### src/rtl/mux_regdst_pipe_pkg.sv
// rtl/mux_regdst_pipe_pkg.sv - shared state encoding, defaults and helpers for mux_regdst_pipe
package mux_regdst_pipe_pkg;

    // Skid buffer occupancy: no entry, main only, main plus skid
    typedef enum logic [1:0] {
        ST_EMPTY = 2'b00,
        ST_ONE   = 2'b01,
        ST_FULL  = 2'b10
    } state_t;

    // Data emitted when the selector points past the last input
    localparam int DEFAULT_OUT_DEF = 0;

    // Width of the out-of-range event counter
    localparam int ERR_COUNT_W = 8;

    // Saturating increment so the counter sticks at all-ones instead of wrapping
    function automatic logic [ERR_COUNT_W-1:0] sat_inc(input logic [ERR_COUNT_W-1:0] value);
        return (value == {ERR_COUNT_W{1'b1}}) ? value : value + 1'b1;
    endfunction

endpackage

### src/rtl/mux_nsel.sv
// rtl/mux_nsel.sv - combinational N-way selector with out-of-range flag
module mux_nsel #(
    parameter int N_IN   = 5,
    parameter int DATA_W = 5,
    parameter int SEL_W  = 3
) (
    input  logic [N_IN*DATA_W-1:0] data,
    input  logic [SEL_W-1:0]       sel,
    output logic [DATA_W-1:0]      selected,
    output logic                   out_of_range
);

    // Pick the addressed input; an out-of-range selector yields zero and the caller substitutes its default
    always_comb begin
        selected = '0;
        for (int k = 0; k < N_IN; k++) begin
            if (sel == SEL_W'(k)) begin
                selected = data[k*DATA_W +: DATA_W];
            end
        end
    end

    // One extra bit keeps the compare correct when N_IN equals 2^SEL_W
    assign out_of_range = ({1'b0, sel} >= (SEL_W + 1)'(N_IN));

endmodule

### src/rtl/mux_regdst_pipe.sv
// rtl/mux_regdst_pipe.sv - registered selector with a two-entry skid buffer and error counter
module mux_regdst_pipe
    import mux_regdst_pipe_pkg::*;
#(
    parameter int N_IN        = 5,
    parameter int DATA_W      = 5,
    parameter int SEL_W       = 3,
    parameter int DEFAULT_OUT = DEFAULT_OUT_DEF
) (
    input  logic                   clk,
    input  logic                   reset_n,
    input  logic [N_IN*DATA_W-1:0] in_data,
    input  logic [SEL_W-1:0]       in_sel,
    input  logic                   in_valid,
    output logic                   in_ready,
    input  logic                   flush,
    output logic [DATA_W-1:0]      out_data,
    output logic                   out_err,
    output logic                   out_valid,
    input  logic                   out_ready,
    output logic [ERR_COUNT_W-1:0] err_count
);

    state_t            state;
    state_t            state_next;
    logic              ready_q;

    logic [DATA_W-1:0] sel_data;
    logic              sel_oor;
    logic [DATA_W-1:0] new_data;
    logic              new_err;

    logic [DATA_W-1:0] main_data;
    logic              main_err;
    logic [DATA_W-1:0] skid_data;
    logic              skid_err;

    logic              accept;
    logic              drain;

    mux_nsel #(
        .N_IN   (N_IN),
        .DATA_W (DATA_W),
        .SEL_W  (SEL_W)
    ) u_sel (
        .data         (in_data),
        .sel          (in_sel),
        .selected     (sel_data),
        .out_of_range (sel_oor)
    );

    // Selection is resolved at acceptance, so buffered entries already carry final data and error flag
    assign new_data = sel_oor ? DATA_W'(DEFAULT_OUT) : sel_data;
    assign new_err  = sel_oor;

    // in_ready already folds in flush, so a flush cycle can never accept
    assign accept = in_valid && in_ready;
    assign drain  = out_valid && out_ready;

    // State register; ready is precomputed from the next state so it never sees out_ready combinationally
    always_ff @(posedge clk) begin
        if (!reset_n) begin
            state   <= ST_EMPTY;
            ready_q <= 1'b0;
        end else begin
            state   <= state_next;
            ready_q <= (state_next != ST_FULL);
        end
    end

    // Next-state logic; flush overrides every other event
    always_comb begin
        state_next = state;
        if (flush) begin
            state_next = ST_EMPTY;
        end else begin
            unique case (state)
                ST_EMPTY: begin
                    if (accept) begin
                        state_next = ST_ONE;
                    end
                end
                ST_ONE: begin
                    if (accept && !drain) begin
                        state_next = ST_FULL;
                    end else if (!accept && drain) begin
                        state_next = ST_EMPTY;
                    end
                end
                ST_FULL: begin
                    if (drain) begin
                        state_next = ST_ONE;
                    end
                end
                default: state_next = ST_EMPTY;
            endcase
        end
    end

    // Outputs: main always holds the oldest entry, so it feeds the downstream port directly
    always_comb begin
        out_valid = (state == ST_ONE) || (state == ST_FULL);
        in_ready  = ready_q && !flush;
        out_data  = main_data;
        out_err   = main_err;
    end

    // Entry storage: new data lands in main when main is free or being drained, otherwise in skid
    always_ff @(posedge clk) begin
        if (!reset_n) begin
            main_data <= '0;
            main_err  <= 1'b0;
            skid_data <= '0;
            skid_err  <= 1'b0;
        end else if (flush) begin
            main_data <= '0;
            main_err  <= 1'b0;
        end else begin
            unique case (state)
                ST_EMPTY: begin
                    if (accept) begin
                        main_data <= new_data;
                        main_err  <= new_err;
                    end
                end
                ST_ONE: begin
                    if (accept && drain) begin
                        main_data <= new_data;
                        main_err  <= new_err;
                    end else if (accept) begin
                        skid_data <= new_data;
                        skid_err  <= new_err;
                    end
                end
                ST_FULL: begin
                    if (drain) begin
                        main_data <= skid_data;
                        main_err  <= skid_err;
                    end
                end
                default: begin
                    main_data <= '0;
                    main_err  <= 1'b0;
                end
            endcase
        end
    end

    // Count every accepted out-of-range entry, even ones later flushed, saturating at the top
    always_ff @(posedge clk) begin
        if (!reset_n) begin
            err_count <= '0;
        end else if (accept && sel_oor) begin
            err_count <= sat_inc(err_count);
        end
    end

endmodule

### config.mk
export PLATFORM = sky130hd
export DESIGN_NAME = mux_regdst_pipe
export DESIGN_NICKNAME = d
export VERILOG_FILES = /design/src/rtl/mux_regdst_pipe_pkg.sv /design/src/rtl/mux_nsel.sv /design/src/rtl/mux_regdst_pipe.sv
export SDC_FILE = /design/constraint.sdc
export NUM_CORES = 1
export LEC_CHECK = 0
export BUFFER_PORTS_ARGS = -buffer_cell sky130_fd_sc_hd__buf_2
export CAP_MARGIN = 20
export CELL_PAD_IN_SITES_DETAIL_PLACEMENT = 0
export CELL_PAD_IN_SITES_GLOBAL_PLACEMENT = 1
export CORE_UTILIZATION = 33
export CTS_CLUSTER_SIZE = 40
export DETAILED_ROUTE_END_ITERATION = 16
export PLACE_DENSITY_LB_ADDON = 0.1
export SYNTH_ARGS = -nofsm -noshare
export SYNTH_HDL_FRONTEND = slang
export SYNTH_SLANG_ARGS = --single-unit
### constraint.sdc
create_clock -name clk -period 1.6 [get_ports clk]
set_input_delay 0.16 -clock clk [delete_from_list [all_inputs] [get_ports clk]]
set_output_delay 0.16 -clock clk [all_outputs]
set_load 0.01 [all_outputs]
# Word level (Yosys, flattened, before mapping)

Index checks and enable logic that the tools add are counted.
W data, S select, Z words.

Word-level logic and storage cells: 61
Input port bits: 33
Memories: 0
Bits in writable memories: 0
Output and inout port bits: 16
ROM bits: 0
Latch bits: 0
Flip-flop bits (word level): 23

Equal/unequal tests: 11
Multipliers: 0
Reduce and logical (&&, ||, !) cells: 17
Shifts and indexed selects: 0
Add/sub/neg operators: 1
Magnitude comparators: 1
Multiplexer cells: 20
Divide/modulo/power cells: 0
Bitwise operators: 4

Operator list:

| operator              | number |
|---|---|
| $mux W5               | 9 |
| $pmux W5 S3           | 1 |
| $mux W2               | 5 |
| $add A8 B1 Y8 const B | 1 |
| $eq A8 B8 Y1 const B  | 1 |
| $logic_and A1 B1 Y1   | 7 |
| $eq A3 B2 Y1 const B  | 2 |
| $ne A2 B2 Y1 const B  | 3 |
| $pmux W2 S3           | 1 |
| $not A1 Y1            | 4 |
| $reduce_and A4 Y1     | 1 |
| $eq A3 B1 Y1 const B  | 1 |
| $eq A3 B3 Y1 const B  | 1 |
| $ge A3 B3 Y1 const B  | 1 |
| $logic_not A1 Y1      | 3 |
| $logic_not A3 Y1      | 1 |
| $mux W1               | 3 |
| $pmux W1 S3           | 1 |
| $reduce_and A3 Y1     | 1 |
| $eq A2 B1 Y1 const B  | 1 |
| $eq A2 B2 Y1 const B  | 1 |
| $logic_not A2 Y1      | 1 |
| $ne A2 B1 Y1 const B  | 1 |
| $reduce_and A2 Y1     | 1 |
| 2 further kinds       | 2 |

# Longest topological paths before layout

Gate-level depths: netlist of the first run.

Word-level depth: 10
Mapped depth: 7

# Hierarchy

From an unflattened synthesis of the first run, not the netlist that was laid out.

Cell total of the unflattened synthesis: 181
Area, all modules: 1,496.4 um2

Modules (own cells, without submodules):

| module          | cells each | area each (um2) | times used | seq. area each (um2) |
|---|---|---|---|---|
| mux_regdst_pipe | 149        | 1,243.7         | 1          | 460.4 |
| mux_nsel        | 32         | 252.7           | 1          | 0.0 |

# Worst setup path before layout of the first run

No wires, ideal clock.

Path type: register to register
From: register state[0]
To: register ready_q
Path buffers: 0
Data arrival time: 1,541 ps
Setup slack: -74 ps
Stages on the path, launching flop included: 7
Cell sequence: dfxtp_1 > inv_1 > ha_1 > nand2_1 > a32oi_1 > a2111oi_2 > a21oi_1

Cells in the longest elaborated chain, start to end: 9

RTL lines:

| item                                                           | line                                         | RTL |
|---|---|---|
| start, declared                                                | mux_regdst_pipe.sv:24                        | `state_t state;` |
| start signal, assigned                                         | mux_regdst_pipe.sv:66                        | `state <= state_next;` |
| $eq A2 B1 Y1 / $eq A2 B2 Y1 (equally long branches)            | mux_regdst_pipe.sv:102                       | `out_valid = (state == ST_ONE) \|\| (state == ST_FULL);` |
| $logic_or A1 B1 Y1 *                                           | mux_regdst_pipe.sv:102                       |  |
| named net out_valid                                            | mux_regdst_pipe.sv:19                        | `output logic out_valid,` |
| $logic_and A1 B1 Y1 *                                          | mux_regdst_pipe.sv:58                        | `assign drain = out_valid && out_ready;` |
| $logic_and A1 B1 Y1 / $logic_not A1 Y1 (equally long branches) | mux_regdst_pipe.sv:86, mux_regdst_pipe.sv:84 |  |
| $mux W2 / $logic_and A1 B1 Y1 (equally long branches)          | mux_regdst_pipe.sv:86, mux_regdst_pipe.sv:84 |  |
| $mux W2                                                        | mux_regdst_pipe.sv:84                        | `if (accept && !drain) begin` |
| $pmux W2 S3 *                                                  | mux_regdst_pipe.sv:77                        | `unique case (state)` |
| $mux W2 *                                                      | mux_regdst_pipe.sv:74                        | `if (flush) begin` |
| $ne A2 B2 Y1 *                                                 | mux_regdst_pipe.sv:67                        | `ready_q <= (state_next != ST_FULL);` |
| end signal, assigned                                           | mux_regdst_pipe.sv:67                        |  |
| end, declared                                                  | mux_regdst_pipe.sv:26                        | `logic ready_q;` |

Mark *: on every way through the listed nets, which the timed path passes. The rest lies on a longest branch.
A chain may end at the register's enable or synchronous reset.

# Final worst setup path of the first run

From: register state[0]
To: register main_data[0], in the netlist out_data[0]

Cells in the longest elaborated chain, start to end: 6

RTL lines:

| item                                                | line                                           | RTL |
|---|---|---|
| $eq A2 B1 Y1 / $eq A2 B2 Y1 (equally long branches) | mux_regdst_pipe.sv:102, mux_regdst_pipe.sv:119 |  |
| $logic_or A1 B1 Y1                                  | mux_regdst_pipe.sv:102                         |  |
| $logic_and A1 B1 Y1                                 | mux_regdst_pipe.sv:58                          |  |
| $logic_and A1 B1 Y1                                 | mux_regdst_pipe.sv:127                         | `if (accept && drain) begin` |
| $ne A2 B1 Y1 (no line)                              | -                                              |  |
| $reduce_and A3 Y1 (no line)                         | -                                              |  |
| end signal, assigned                                | mux_regdst_pipe.sv:122                         | `main_data <= new_data;` |
| end signal, assigned                                | mux_regdst_pipe.sv:128                         | `main_data <= new_data;` |
| end signal, assigned                                | mux_regdst_pipe.sv:137                         | `main_data <= skid_data;` |
| end, declared                                       | mux_regdst_pipe.sv:33                          | `logic [DATA_W-1:0] main_data;` |

Several ways; a longest one is shown, not always the timed one.

==> flow_summary.toml, run 1 <==
[detailed_routing]
ant_nets = 0
avgRoutedWirePerCell_um = 14.1
post-route-drc-count = 0
drt_iter0_markers = 68
vias = 1463
drtPass1Iterations = 4
routed_wl_mm = 3.90
avgViaCountPerCell = 5.30

[logic_synthesis]
synth_top_flop_cell = "dfxtp_1"
syn-cell-area_mm2 = 0.00147
synth_cell_type_count = 47
synth-simple-area-share = 0.209
synth-seq-area-share = 0.314
syn_area_per_cell_um2 = 8.62
synthAdderAreaFrac = 0.0512
postSynthCellCount = 170
synth_top_family_by_area = "compound AO/OA/AOI/OAI gates"
synth_warnings = 0
synth_edf_count = 0
synth-xor-area-share = 0.0299
synth_compound_area_frac = 0.295
syn-num-nets = 209
async_flop_share = 0
ys_ff_latch = 23
synthMuxAreaShare = 0.0564

[power_and_ir_drop]
comb_power_share = 0.168
switching_share = 0.270
finalPower_w = 0.00116
seq_power_share = 0.501
leakagePower_nw = 0.807
switchingPower_w = 0.000313
power.internal_w = 0.000845
clkPwrFrac = 0.331
p_per_area_mw_per_mm2 = 601
vdd_drop_max_mv = 0.374

[place]
io_buffers = 48
dp_hpwl_mm = 3.00
place_ws_ns = -0.0915
place_inst = 268
gp_congestion = 0.773
placed_area_mm2 = 0.00179

[clock_network]
clkTransAtPathRegs_ns = 0.10
cts_inserted_buffers = 3
cts.path.max_buffers = 2
clock-sinks = 23
cts_tree = "built"
ctsHtreeMaxLevel = 1
clk_latency_ns = 0.27
cts_root_buf = "clkbuf_8"

[finish]
multi_input_area_um2 = 1000
seq_area_um2 = 465
syn_to_final_growth_pct = 31.4
drive_above_1_share = 0.367
num-nets-final = 266
final_cells = 276
fill_cells = 439
diodes = 0
design_area_mm2 = 0.00193

[floorplan]
io_pins = 49
dieArea_mm2 = 0.00471
initial_core_util = 0.354
die_w_um = 68.6
num_rows = 23
fp.dieH_um = 68.6
core_mm2 = 0.00414

[setup_path]
cp_max_fo = 6
crit_type = "reg2reg"
cp_top_family = "compound AO/OA/AOI/OAI gates"
crit_chain = "inv_2 > ha_4 > a21bo_4 > a21o_4 > nand3b_1 > o211ai_1"
arrival_ns = 1.72
cp-end-kind = "register"
cpMaxStageDelayCell = "dfxtp_4"
required_ns = 1.76
cpPeakStageDelay_ns = 0.39
worst-path-buf-inv = 1
worst_setup_path_start_kind = "register"

[timing]
fmax_mhz = 643
slew_headroom = 0.735
finalCritPeriodShare = 0.973
fin_skew_ns = 0.0143
tightestPinTransition_ns = 0.393
setup_viol = 0
finalHoldViolations = 0
min_period_ns = 1.56
rsz0062_at_grt = "true"
whs_ns = 0.149
worst_slack_ns = 0.0436
finalMaxSlewViolations = 0

[global_route]
grt_max_degree = 19
antenna_found_initial = 0
grt-ovfl-total = 0
gr-usage-all-layers = 0.174
grt_pass1_wl_mm = 6.20
grt_pass1_vias = 1371

[outcome]
status = "completed"

[job]
max_cap_violations = 0

[worst_hold_path]
hold_class = "in2reg"
[state kept, by name (all words and copies together), names as in the netlist]
| signal | count |
|---|---|
| err_count | 8 |
| out_data | 5 |
| out_err | 1 |
| ready_q | 1 |
| skid_data | 5 |
| skid_err | 1 |
| state | 2 |
[worst register-to-register path: cells and delay by family, from the launching register on]
family | cells | cell delay (ns)
AO/OA/AOI/OAI | 3 | 0.58
flip-flops | 1 | 0.39
adder cells (fa/ha/maj) | 1 | 0.23
AND/OR/NAND/NOR | 1 | 0.19
buffers and inverters | 1 | 0.05
[cells in the mapped netlist (all sizes together) (2+ instances only)]
cell type	number	area [um2]
dfxtp	23	460
o21ai	22	110
a21oi	14	70.1
nor2	11	41.3
buf	7	41.3
o211ai	7	52.6
ha	6	75.1
mux2i	6	60.1
nand3	6	30.0
inv	5	18.8
nand2	5	18.8
and3	4	25.0
nand2b	4	25.0
and2	3	18.8
nand3b	3	22.5
nand4	3	25.0
nor3b	3	22.5
o21a	3	22.5
xnor2	3	26.3
a211oi	2	25.0
a2bb2oi	2	17.5
mux2	2	22.5
o22a	2	17.5
o2bb2ai	2	17.5
or4b	2	20.0
xor2	2	17.5
[through the flow]
stage / TNS, ns / utilization
2_1_floorplan: 0 / -
3_3_place_gp: 0 / 0.433
3_5_place_dp: -0.490 / 0.433
4_1_cts: 0 / 0.456
5_1_grt: -0.104 / 0.465
6_report: 0 / 0.465
[cells by family (layout without fill, tap and decap cells)]
logic type / after synthesis / count (layout)
AO/OA/AOI/OAI: 63 / 63
AND/OR/NAND/NOR: 52 / 52
flip-flops: 23 / 23
buffers and inverters: 13 / 69
multiplexers: 8 / 8
adder cells (fa/ha/maj): 6 / 6
XOR/XNOR: 5 / 5
[path summary, 6_finish.rpt]
kind                     start            to  slack, ns  cells past startpoint
setup / recovery      state[0]   out_data[0]       0.04                      6
hold / removal           flush      state[0]       0.15                      2
hold reg to reg   err_count[6]  err_count[6]       0.52                      2
setup reg to reg      state[0]   out_data[0]       0.04                      6
[layout by cell type, fill, tap and decap left out, types with 6 or more instances in the layout]
cell type | netlist | routed
nor2_1 | 11 | 8
mux2i_1 | 6 | 6
nand3_1 | 6 | 6
buf_2 | 6 | 48
buf_4 | 0 | 10
o211ai_1 | 7 | 7
o21ai_0 | 20 | 19
dfxtp_1 | 23 | 21
a21oi_1 | 14 | 14
[repair_timing]
| action | 4_1_cts | 5_1_grt |
|---|---|---|
| setup buffers | 1 | 3 |
| hold buffers | 0 | 0 |
| hold endpoints to repair | 0 | 0 |
| resized for setup | 10 | 6 |
| pin swaps | 1 | 13 |
| setup endpoints to repair | 13 | 14 |
[power groups by stage]
| stage | clock network [W] | registers (W) | logic [W] |
|---|---|---|---|
| 2_1_floorplan | 0 | 0.000596 | 0.000108 |
| 3_3_place_gp | 0 | 0.000594 | 0.000179 |
| 3_5_place_dp | 0 | 0.000595 | 0.000181 |
| 4_1_cts | 0.000394 | 0.000580 | 0.000188 |
| 5_1_grt | 0.000418 | 0.000581 | 0.000214 |
| 6_report | 0.000383 | 0.000580 | 0.000194 |
[area by class of cell]
class / count / area share
clock buffers: 3 / 0.0214
clock inverters: 1 / 0.00390
inverters: 6 / 0.0117
multi-input cells: 134 / 0.519
flip-flops and latches: 23 / 0.242
well taps: 50 / 0.0325
repair buffers: 59 / 0.170
[layer usage]
metal,up-vias,GRT usage,part of all wire
li1,747,-,-
met5,-,0,0
met4,0,0.0469,0.0054
met3,2,0.0329,0.037
met1,687,0.206,0.45
met2,27,0.316,0.51
Power figures use the tool's default switching activity.
==> run 2: changes to the inputs <==
--- a/config.mk
+++ b/config.mk
@@ -9,7 +9,7 @@
 export CAP_MARGIN = 20
 export CELL_PAD_IN_SITES_DETAIL_PLACEMENT = 0
 export CELL_PAD_IN_SITES_GLOBAL_PLACEMENT = 1
-export CORE_UTILIZATION = 33
+export CORE_UTILIZATION = 36
 export CTS_CLUSTER_SIZE = 40
 export DETAILED_ROUTE_END_ITERATION = 16
 export PLACE_DENSITY_LB_ADDON = 0.1
==> constraint.sdc (replaced) <==
create_clock -name clk -period 1.5 [get_ports clk]
set_input_delay 0.15 -clock clk [delete_from_list [all_inputs] [get_ports clk]]
set_output_delay 0.15 -clock clk [all_outputs]
set_load 0.01 [all_outputs]
==> run 2 against run 1 <==
Net effect:
- the run now ends with negative setup slack left
- fmax fell by 0.83%
- routed wire length shrank 0.13%
- largest power group unchanged
- global-route usage fell by 0.096 points
==> flow_summary.toml, run 2 (synthesis results as in run 1) <==
[outcome]
status = "finished with violations"
violations = "negative setup slack"

[global_route]
grt-ovfl-total = 0
grt_max_degree = 16
met1_usage = 0.223
antenna_found_initial = 0
gr-usage-all-layers = 0.173
grtUsageMet3 = 0.0224
met2_usage = 0.305
grt_pass1_vias = 1380
top_usage_layer = "met2"
grt_pass1_wl_mm = 5.95

[floorplan]
num_rows = 22
die_w_um = 65.8
initial_core_util = 0.389
fp.dieH_um = 65.8
io_pins = 49
dieArea_mm2 = 0.00433
core_mm2 = 0.00377

[worst_hold_path]
hold_end = "state[0]"
hp-start = "flush"
whs_path_depth = 3
hold_class = "in2reg"

[detailed_routing]
ant_nets = 0
routed_wl_mm = 3.90
drtPass1Iterations = 4
drt_iter0_markers = 47
avgRoutedWirePerCell_um = 13.7
avgViaCountPerCell = 5.29
vias = 1507
post-route-drc-count = 0

[clock_network]
cts_tree = "built"
clkTransAtPathRegs_ns = 0.09
cts_inserted_buffers = 3
cts_hold_buf = 0
cts.path.max_buffers = 2
clock-sinks = 23
clk_latency_ns = 0.26
cts_root_buf = "clkbuf_8"
ctsHtreeMaxLevel = 1

[job]
max_cap_violations = 0

[place]
gp_congestion = 0.816
place_ws_ns = -0.0721
placed_area_mm2 = 0.00188
dp_hpwl_mm = 2.95
place_inst = 277
io_buffers = 48

[timing]
tightestPinTransition_ns = 0.502
fin_skew_ns = 0.00541
finalCritPeriodShare = 1.05
whs_ns = 0.182
finalMaxSlewViolations = 0
min_period_ns = 1.57
fmax_mhz = 637
rsz0062_at_grt = "true"
setup_viol = 8
worst_slack_ns = -0.0694
finalHoldViolations = 0
slew_headroom = 0.662

[power_and_ir_drop]
p_per_area_mw_per_mm2 = 605
leakagePower_nw = 0.875
vdd_drop_max_mv = 0.440

[setup_path]
cp-end-kind = "register"
cp_max_fo = 8
rr_startpoint = "state[0]"
arrival_ns = 1.71
r2r_cells = 6
reg2reg_slack_ns = -0.07
required_ns = 1.64
cp_top_family = "compound AO/OA/AOI/OAI gates"
cpMaxStageDelayCell = "dfxtp_4"
timing.rr.end = "out_data[4]"
crit_type = "reg2reg"
crit_chain = "inv_4 > ha_4 > a21bo_4 > a21o_4 > nand3b_1 > o211ai_1"
cpPeakStageDelay_ns = 0.38
worst-path-buf-inv = 1
worst_setup_path_start_kind = "register"

[finish]
num-nets-final = 277
design_area_mm2 = 0.00203
mostFrequentLayoutCell = "buf_2"
layout_common_cells = "48 x buf_2, 21 x dfxtp_1, 20 x buf_4"
final_cells = 285
drive_above_1_share = 0.401
largest_register_ff_count = 8
diodes = 0
top_register = "err_count"
syn_to_final_growth_pct = 38.5
==> run 2: cell types whose count changed in the layout (fill, tap and decap cells not counted), sizes merged <==
cell | before | now
buf | 59 | 70
==> run 2: what timing repair did <==
item | CTS | global route
setup buffers | 1 | 3
gates cloned | 0 | 0
setup endpoints to repair | 14 | 16
pin swaps | 5 | 11
resized for setup | 4 | 11
==> run 2: per-layer routing <==
metal  vias to the layer above  wire [um]
met5                         -          0
met2                        38       1890
li1                        774          -
met3                         2        170
met1                       693       1820
met4                         0         17
==> run 2: how the worst max path moves through the flow <==
stage	slack, ns	startpoint	cells after the start	to
after global routing	-0.14	state[0]	6	out_data[3]
after detailed placement	-0.07	state[0]	6	out_data[3]
final	-0.07	state[0]	6	out_data[4]
after CTS	-0.05	state[0]	6	out_data[4]
after floorplan	0.01	err_count[0]	5	err_count[1]
after global placement	-0.004	state[0]	6	out_data[2]
==> run 2: worst reg2reg max path: stages (launching register included) <==
cell and delay (ns):
dfxtp_4 0.38, inv_4 0.04, ha_4 0.25, a21bo_4 0.24, a21o_4 0.24, nand3b_1 0.18
o211ai_1 0.12
==> run 2: area by class of cell <==
| type | instances | area [um2] |
|---|---|---|
| Multi-Input combinational cell | 134 | 1020 |
| Tap cell | 48 | 60.1 |
| Clock inverter | 1 | 7.51 |
| Sequential cell | 23 | 465 |
| Inverter | 6 | 25.0 |
| Fill cell | 350 | 1740 |
| Timing Repair Buffer | 70 | 413 |
| Clock buffer | 3 | 41.3 |
==> run 2: report_power, final <==
group | internal, W | switching, W | total, W
sequential | 0.000615 | 0.00000404 | 0.000619
combinational | 0.000109 | 0.000115 | 0.000224
clock | 0.000187 | 0.000198 | 0.000385
total | 0.000911 | 0.000317 | 0.00123
==> run 2: through the flow <==
step / util / setup TNS [ns] / total power [W]
after global routing: 0.538 / -1.42 / 0.00129
after CTS: 0.518 / -0.458 / 0.00123
after floorplan: - / 0 / 0.000752
after global placement: 0.498 / -0.0144 / 0.000834
after detailed placement: 0.498 / -0.484 / 0.000839
final: 0.538 / -0.301 / 0.00123
